**src/rtl/eeprom_addr_unit.sv**
```systemverilog
// ----------------------------------------------------------------------------
// eeprom_addr_unit
//
// Address/data sequencer for a serial (I2C-style) EEPROM slave. It assembles
// serial bits into bytes, loads the word pointer from the address bytes that
// follow a write START, issues one memory write strobe per received data
// byte, and advances the pointer for writes (page wrap) and reads (full-array
// wrap).
//
// Parameters
//   ADDR_W      memory address width (4..16)
//   ADDR_BYTES  address bytes after a write START (1 or 2, big-endian)
//   PAGE_W      log2 of the write page size (1..ADDR_W)
//   COL_W       low address bits presented on col (1..ADDR_W-1)
//
// Ports
//   clk        clock, rising edge
//   rst_n      asynchronous active-low reset
//   start      START / repeated START pulse (rw sampled with it, 1 = read)
//   stop       STOP pulse
//   rw         transfer direction
//   bit_stb    one pulse per received data bit
//   sda_bit    received bit value, MSB first
//   rd_ack     master acknowledged a read byte
//   addr       current word pointer
//   row, col   addr split into high and low fields
//   data_word  last fully received write data byte
//   wr_en      one-cycle memory write strobe
//   byte_done  one-cycle pulse per completed byte
//   busy       block is inside a transfer
// ----------------------------------------------------------------------------
module eeprom_addr_unit #(
    parameter int ADDR_W     = 8,
    parameter int ADDR_BYTES = 1,
    parameter int PAGE_W     = 3,
    parameter int COL_W      = 3
) (
    input  logic                    clk,
    input  logic                    rst_n,
    input  logic                    start,
    input  logic                    stop,
    input  logic                    rw,
    input  logic                    bit_stb,
    input  logic                    sda_bit,
    input  logic                    rd_ack,
    output logic [ADDR_W-1:0]       addr,
    output logic [ADDR_W-COL_W-1:0] row,
    output logic [COL_W-1:0]        col,
    output logic [7:0]              data_word,
    output logic                    wr_en,
    output logic                    byte_done,
    output logic                    busy
);

    typedef enum logic [1:0] {
        S_IDLE,
        S_ADDR,
        S_DATA_WR,
        S_DATA_RD
    } state_t;

    // Low PAGE_W bits of the pointer roll over inside a page on writes.
    localparam logic [ADDR_W-1:0] PAGE_MASK = ADDR_W'((32'd1 << PAGE_W) - 32'd1);

    state_t      state_q;
    state_t      state_d;
    logic [2:0]  bit_cnt;
    logic [7:0]  shreg;
    logic        addr_cnt;

    logic        bit_take;
    logic        byte_end;
    logic [7:0]  byte_val;
    logic        addr_last;
    logic [15:0] addr_shift;
    logic [ADDR_W-1:0] addr_load;
    logic [ADDR_W-1:0] addr_page_inc;

    // A bit only counts inside a transfer and when no START/STOP competes
    // with it; framing events always win and the bit is dropped.
    assign bit_take  = bit_stb && !start && !stop && (state_q != S_IDLE);
    assign byte_end  = bit_take && (bit_cnt == 3'd7);
    // Shift by one and drop the oldest bit: this is the completed byte.
    assign byte_val  = 8'({shreg, sda_bit});
    assign addr_last = (addr_cnt == 1'(ADDR_BYTES - 1));

    always_comb begin
        // NOTE: every combinational output gets a default first so no path
        // leaves it unassigned, which would otherwise infer a latch.
        addr_shift = 16'h0000;
        if (ADDR_BYTES == 2 && addr_cnt == 1'b0) begin
            // First of two bytes is the high byte.
            addr_shift = {byte_val, 8'h00};
        end else begin
            // Keep what already sits in the high byte, append the new low byte.
            addr_shift = (16'(addr) & 16'hFF00) | 16'(byte_val);
        end
    end

    // Bits above ADDR_W are discarded by the truncating cast.
    assign addr_load     = ADDR_W'(addr_shift);
    assign addr_page_inc = (addr & ~PAGE_MASK) | ((addr + ADDR_W'(1)) & PAGE_MASK);

    // ------------------------------------------------------------------------
    // State machine
    // ------------------------------------------------------------------------
    always_ff @(posedge clk or negedge rst_n) begin
        // NOTE: sequential state uses non-blocking assignments so every
        // register samples the pre-edge values of the others.
        if (!rst_n) begin
            state_q <= S_IDLE;
        end else begin
            state_q <= state_d;
        end
    end

    always_comb begin
        state_d = state_q;
        if (start) begin
            // START beats a simultaneous STOP.
            state_d = rw ? S_DATA_RD : S_ADDR;
        end else if (stop) begin
            state_d = S_IDLE;
        end else if (state_q == S_ADDR && byte_end && addr_last) begin
            state_d = S_DATA_WR;
        end
    end

    // ------------------------------------------------------------------------
    // Datapath
    // ------------------------------------------------------------------------
    always_ff @(posedge clk or negedge rst_n) begin
        if (!rst_n) begin
            bit_cnt   <= 3'd0;
            shreg     <= 8'h00;
            addr_cnt  <= 1'b0;
            addr      <= '0;
            data_word <= 8'h00;
            wr_en     <= 1'b0;
            byte_done <= 1'b0;
        end else begin
            byte_done <= byte_end;
            wr_en     <= byte_end && (state_q == S_DATA_WR);

            // A byte interrupted by START/STOP simply restarts the count;
            // nothing downstream was touched, so it is discarded.
            if (start || stop) begin
                bit_cnt <= 3'd0;
            end else if (bit_take) begin
                bit_cnt <= byte_end ? 3'd0 : bit_cnt + 3'd1;
            end

            if (bit_take) begin
                shreg <= byte_val;
            end

            if (start) begin
                addr_cnt <= 1'b0;
            end else if (state_q == S_ADDR && byte_end) begin
                addr_cnt <= addr_cnt + 1'b1;
            end

            if (state_q == S_DATA_WR && byte_end) begin
                data_word <= byte_val;
            end

            // wr_en is visible with the target address; the pointer moves on
            // the edge that ends the strobe.
            if (state_q == S_ADDR && byte_end) begin
                addr <= addr_load;
            end else if (wr_en) begin
                addr <= addr_page_inc;
            end else if (state_q == S_DATA_RD && rd_ack) begin
                addr <= addr + ADDR_W'(1);
            end
        end
    end

    assign busy = (state_q != S_IDLE);
    assign row  = addr[ADDR_W-1:COL_W];
    assign col  = addr[COL_W-1:0];

endmodule

```
**config.mk**
```make
export PLATFORM = sky130hd
export DESIGN_NAME = eeprom_addr_unit
export DESIGN_NICKNAME = d
export VERILOG_FILES = /design/src/rtl/eeprom_addr_unit.sv
export SDC_FILE = /design/constraint.sdc
export NUM_CORES = 1
export LEC_CHECK = 0
export CAP_MARGIN = 20
export CORE_MARGIN = 3
export CORE_UTILIZATION = 30
export CTS_CLUSTER_DIAMETER = 120
export DETAILED_ROUTE_END_ITERATION = 12
export HOLD_SLACK_MARGIN = 0.1
export RECOVER_POWER = 100
export SETUP_SLACK_MARGIN = 0.4
export SLEW_MARGIN = 20
export SYNTH_ARGS = -nofsm -noshare
export SYNTH_HDL_FRONTEND = slang
export SYNTH_SLANG_ARGS = --single-unit
export TNS_END_PERCENT = 50
```
**constraint.sdc**
```tcl
create_clock -name clk -period 2.3 [get_ports clk]
set_input_delay 0.23 -clock clk [delete_from_list [all_inputs] [get_ports clk]]
set_output_delay 0.23 -clock clk [all_outputs]
set_load 0.01 [all_outputs]
```
==> impl_metrics.env <==
export IMPL_rr_worst_depth=6
export IMPL_final_max_slew_viol_count=0
export IMPL_n_antenna_cell=0
export IMPL_yosysTopAreaCellShare_pct=52.5
export IMPL_rrSetupSlack_ns=0.51
export IMPL_ioPinCount=35
export IMPL_syn_area_per_cell_um2=11.5
export IMPL_drc=0
export IMPL_synth_common_cells="dfrtp_1 (31), mux2_2 (15), nand2_1 (10)"
export IMPL_tns_ns=0
export IMPL_rsz0062_at_grt="no"
export IMPL_max_slew_margin_pct=67.3
export IMPL_h_tree_depth=2
export IMPL_critPathLaunchType="flip-flop"
export IMPL_synth_edff_count=0
export IMPL_synth_top_family_by_area="simple AND/OR/NAND/NOR gates"
export IMPL_die_w_um=76.2
export IMPL_clk_latency_ns=0.28
export IMPL_grt_pass1_vias=1085
export IMPL_firstDrtPassIters=4
export IMPL_antenna_found_initial=0
export IMPL_via_per_inst=4.69
export IMPL_multi_input_area_um2=601
export IMPL_grt_max_degree=32
export IMPL_fin_crit_sh_pct=82.8
export IMPL_hold_violations=0
export IMPL_path_cells="or2_2, dlygate4sd3_1"
export IMPL_synth_compound_area_share_pct=8.81
export IMPL_yosysSeqAreaShare_pct=52.5
export IMPL_clk_pin_slew_worst_paths_ns=0.07
export IMPL_path_max_fanout=9
export IMPL_status="complete, no violations"
export IMPL_power_density_nw_per_um2=754
export IMPL_tritoncts="built"
export IMPL_cap_viol_max_count=0
export IMPL_crit_type="flip-flop to output pin"
export IMPL_fin_cells=229
export IMPL_syn_nets=139
export IMPL_die_h_um=76.2
export IMPL_cts_hold_buffers_added=0
export IMPL_synth_xor_area_share_pct=1.78
export IMPL_peakVddDrop_mv=0.386
export IMPL_grt_overflow=0
export IMPL_synth_simple_gate_area_share_pct=14.1
export IMPL_grt_pass1_wl_mm=5.00
export IMPL_post_drt_wl_per_cell_um=12.9
export IMPL_portBuffers=34
export IMPL_dp_hpwl_mm=2.14
export IMPL_wirelength_mm=2.95
export IMPL_pre_cts_slack_ns=0.310
export IMPL_worst_slack_ns=0.396
export IMPL_synth_distinct_cells=38
export IMPL_drive_above_1_share_pct=18.3
export IMPL_synthFlopType="dfrtp_1"
export IMPL_drtAntennaViolNets=0
export IMPL_initialDrtViolationCount=83
export IMPL_ys_warn_count=0
export IMPL_cp_arrival_ns=1.67
export IMPL_clk_path_buf_depth=2
export IMPL_synth_adder_area_share_pct=2.54
export IMPL_grt_usage_pct=10.9
export IMPL_crit_required_ns=2.07
export IMPL_fillers=445
export IMPL_via_count=1073
export IMPL_synth_top_cells_by_area="dfrtp_1 (53%), mux2_2 (11%), buf_4 (4.6%), ha_1 (2.5%), nand2_1 (2.5%)"
export IMPL_finalSetupViolCount=0
export IMPL_rows=24
export IMPL_rr_startpoint="bit_cnt[0]"
export IMPL_dieArea_um2=5800
export IMPL_core_area_um2=4560
export IMPL_dp_cells=218
export IMPL_numCtsBuffers=5
export IMPL_ff_latch_area_um2=776
export IMPL_yosys_area_top_type="dfrtp_1"
export IMPL_synthArstFlopShare_pct=100
export IMPL_finClkSkew_ns=0.00620
export IMPL_cts_root_buf="clkbuf_8"
export IMPL_start_util_pct=32.3
export IMPL_cpPeakStageDelay_ns=0.60
export IMPL_netlist_area_um2=1480
export IMPL_r2r_end="addr[3]"
export IMPL_period_needed_ns=1.90
export IMPL_synth_mux_area_share_pct=13.5
export IMPL_power_leakage_uw=0.000908
export IMPL_worst_slew_pin_slew_ns=0.491
export IMPL_area_growth_pct=32.2
export IMPL_crit_path_end_kind="output pin"
export IMPL_synth_most_common_cell="dfrtp_1"
export IMPL_synth_cells=128
export IMPL_power_total_uw=1470
export IMPL_clock_sinks=31
export IMPL_clock_fmax_ghz=0.525
export IMPL_final_nets=174
export IMPL_hold_path_class="primary input to asynchronous set/reset pin"
export IMPL_fin_hold_ws_ns=0.415
export IMPL_gp_congestion=0.763
export IMPL_synth_seq_cells=31
export IMPL_slowest_stage="dlygate4sd3_1"
-- flip-flops by register name (all words and copies together), names as in the netlist --
| register | count |
|---|---|
| state_q | 2 |
| addr | 8 |
| bit_cnt | 3 |
| data_word | 8 |
| byte_done | 1 |
| shreg | 7 |
| addr_cnt | 1 |
| wr_en | 1 |
-- report_power, final --
group,total [uW],switching (uW),internal (uW)
logic,321,133,188
registers,743,111,633
clock network,409,198,211
total,1470,442,1030
-- through the flow --
| stage | area (um^2) | utilization [%] |
|---|---|---|
| detailed placement | 1840 | 40.3 |
| global route | 1950 | 42.8 |
| finish | 1950 | 42.8 |
| global placement | 1840 | 40.3 |
| CTS | 1940 | 42.6 |
| floorplan | 1480 | - |
-- layout make-up --
cell class	instances	share of cell area (%)
sequential	31	39.7
multi-input combinational	80	30.8
timing repair buffer	40	20.0
tap	65	4.17
clock buffer	6	3.72
inverter	5	0.962
clock inverter	2	0.641
-- layer usage --
layer,vias to the layer above,wire [um],GRT usage [%],share of wire (%)
li1,517,-,-,-
met1,511,1420,13.3,48
met2,40,1310,16.3,44
met3,5,156,3.19,5.3
met4,0,71,8.15,2.4
met5,-,0,0,0
-- timing repair --
item                       CTS  global route
gates resized for setup      0             1
setup buffers                1             2
setup endpoints to repair    9             3
-- worst max-delay path by stage --
stage,cells past startpoint,end,start
after CTS,6,addr[3],bit_cnt[0]
after detailed placement,5,addr[3],stop
after floorplan,6,addr[3],bit_cnt[0]
after global placement,5,addr[3],stop
final,2,busy,state_q[1]
after global routing,6,addr[5],bit_cnt[0]
-- kinds of logic after synthesis --
logic type / count (synthesis)
AOI/OAI and AO/OA: 20
muxes: 18
DFF: 31
xor gates and xnor gates: 3
and+or+nand+nor: 36
adders and majority gates: 3
buffers and inverters: 17
-- placed cells by master, fill, tap and decap left out, types with 4 or more instances in the layout --
cell and count:
nor2_1 4, dfrtp_1 31, o21ai_0 9, dlygate4sd3_1 28, clkbuf_8 5, inv_1 5
clkdlybuf4s50_1 6, mux2_2 15, nand2_1 10
-- critical path: cells and delay by family (launching register included) --
kind	cells	cell delay (ns)
buffers and inverters	1	0.60
flip-flops	1	0.47
AND/OR/NAND/NOR	1	0.32
Power figures use the tool's default switching activity.
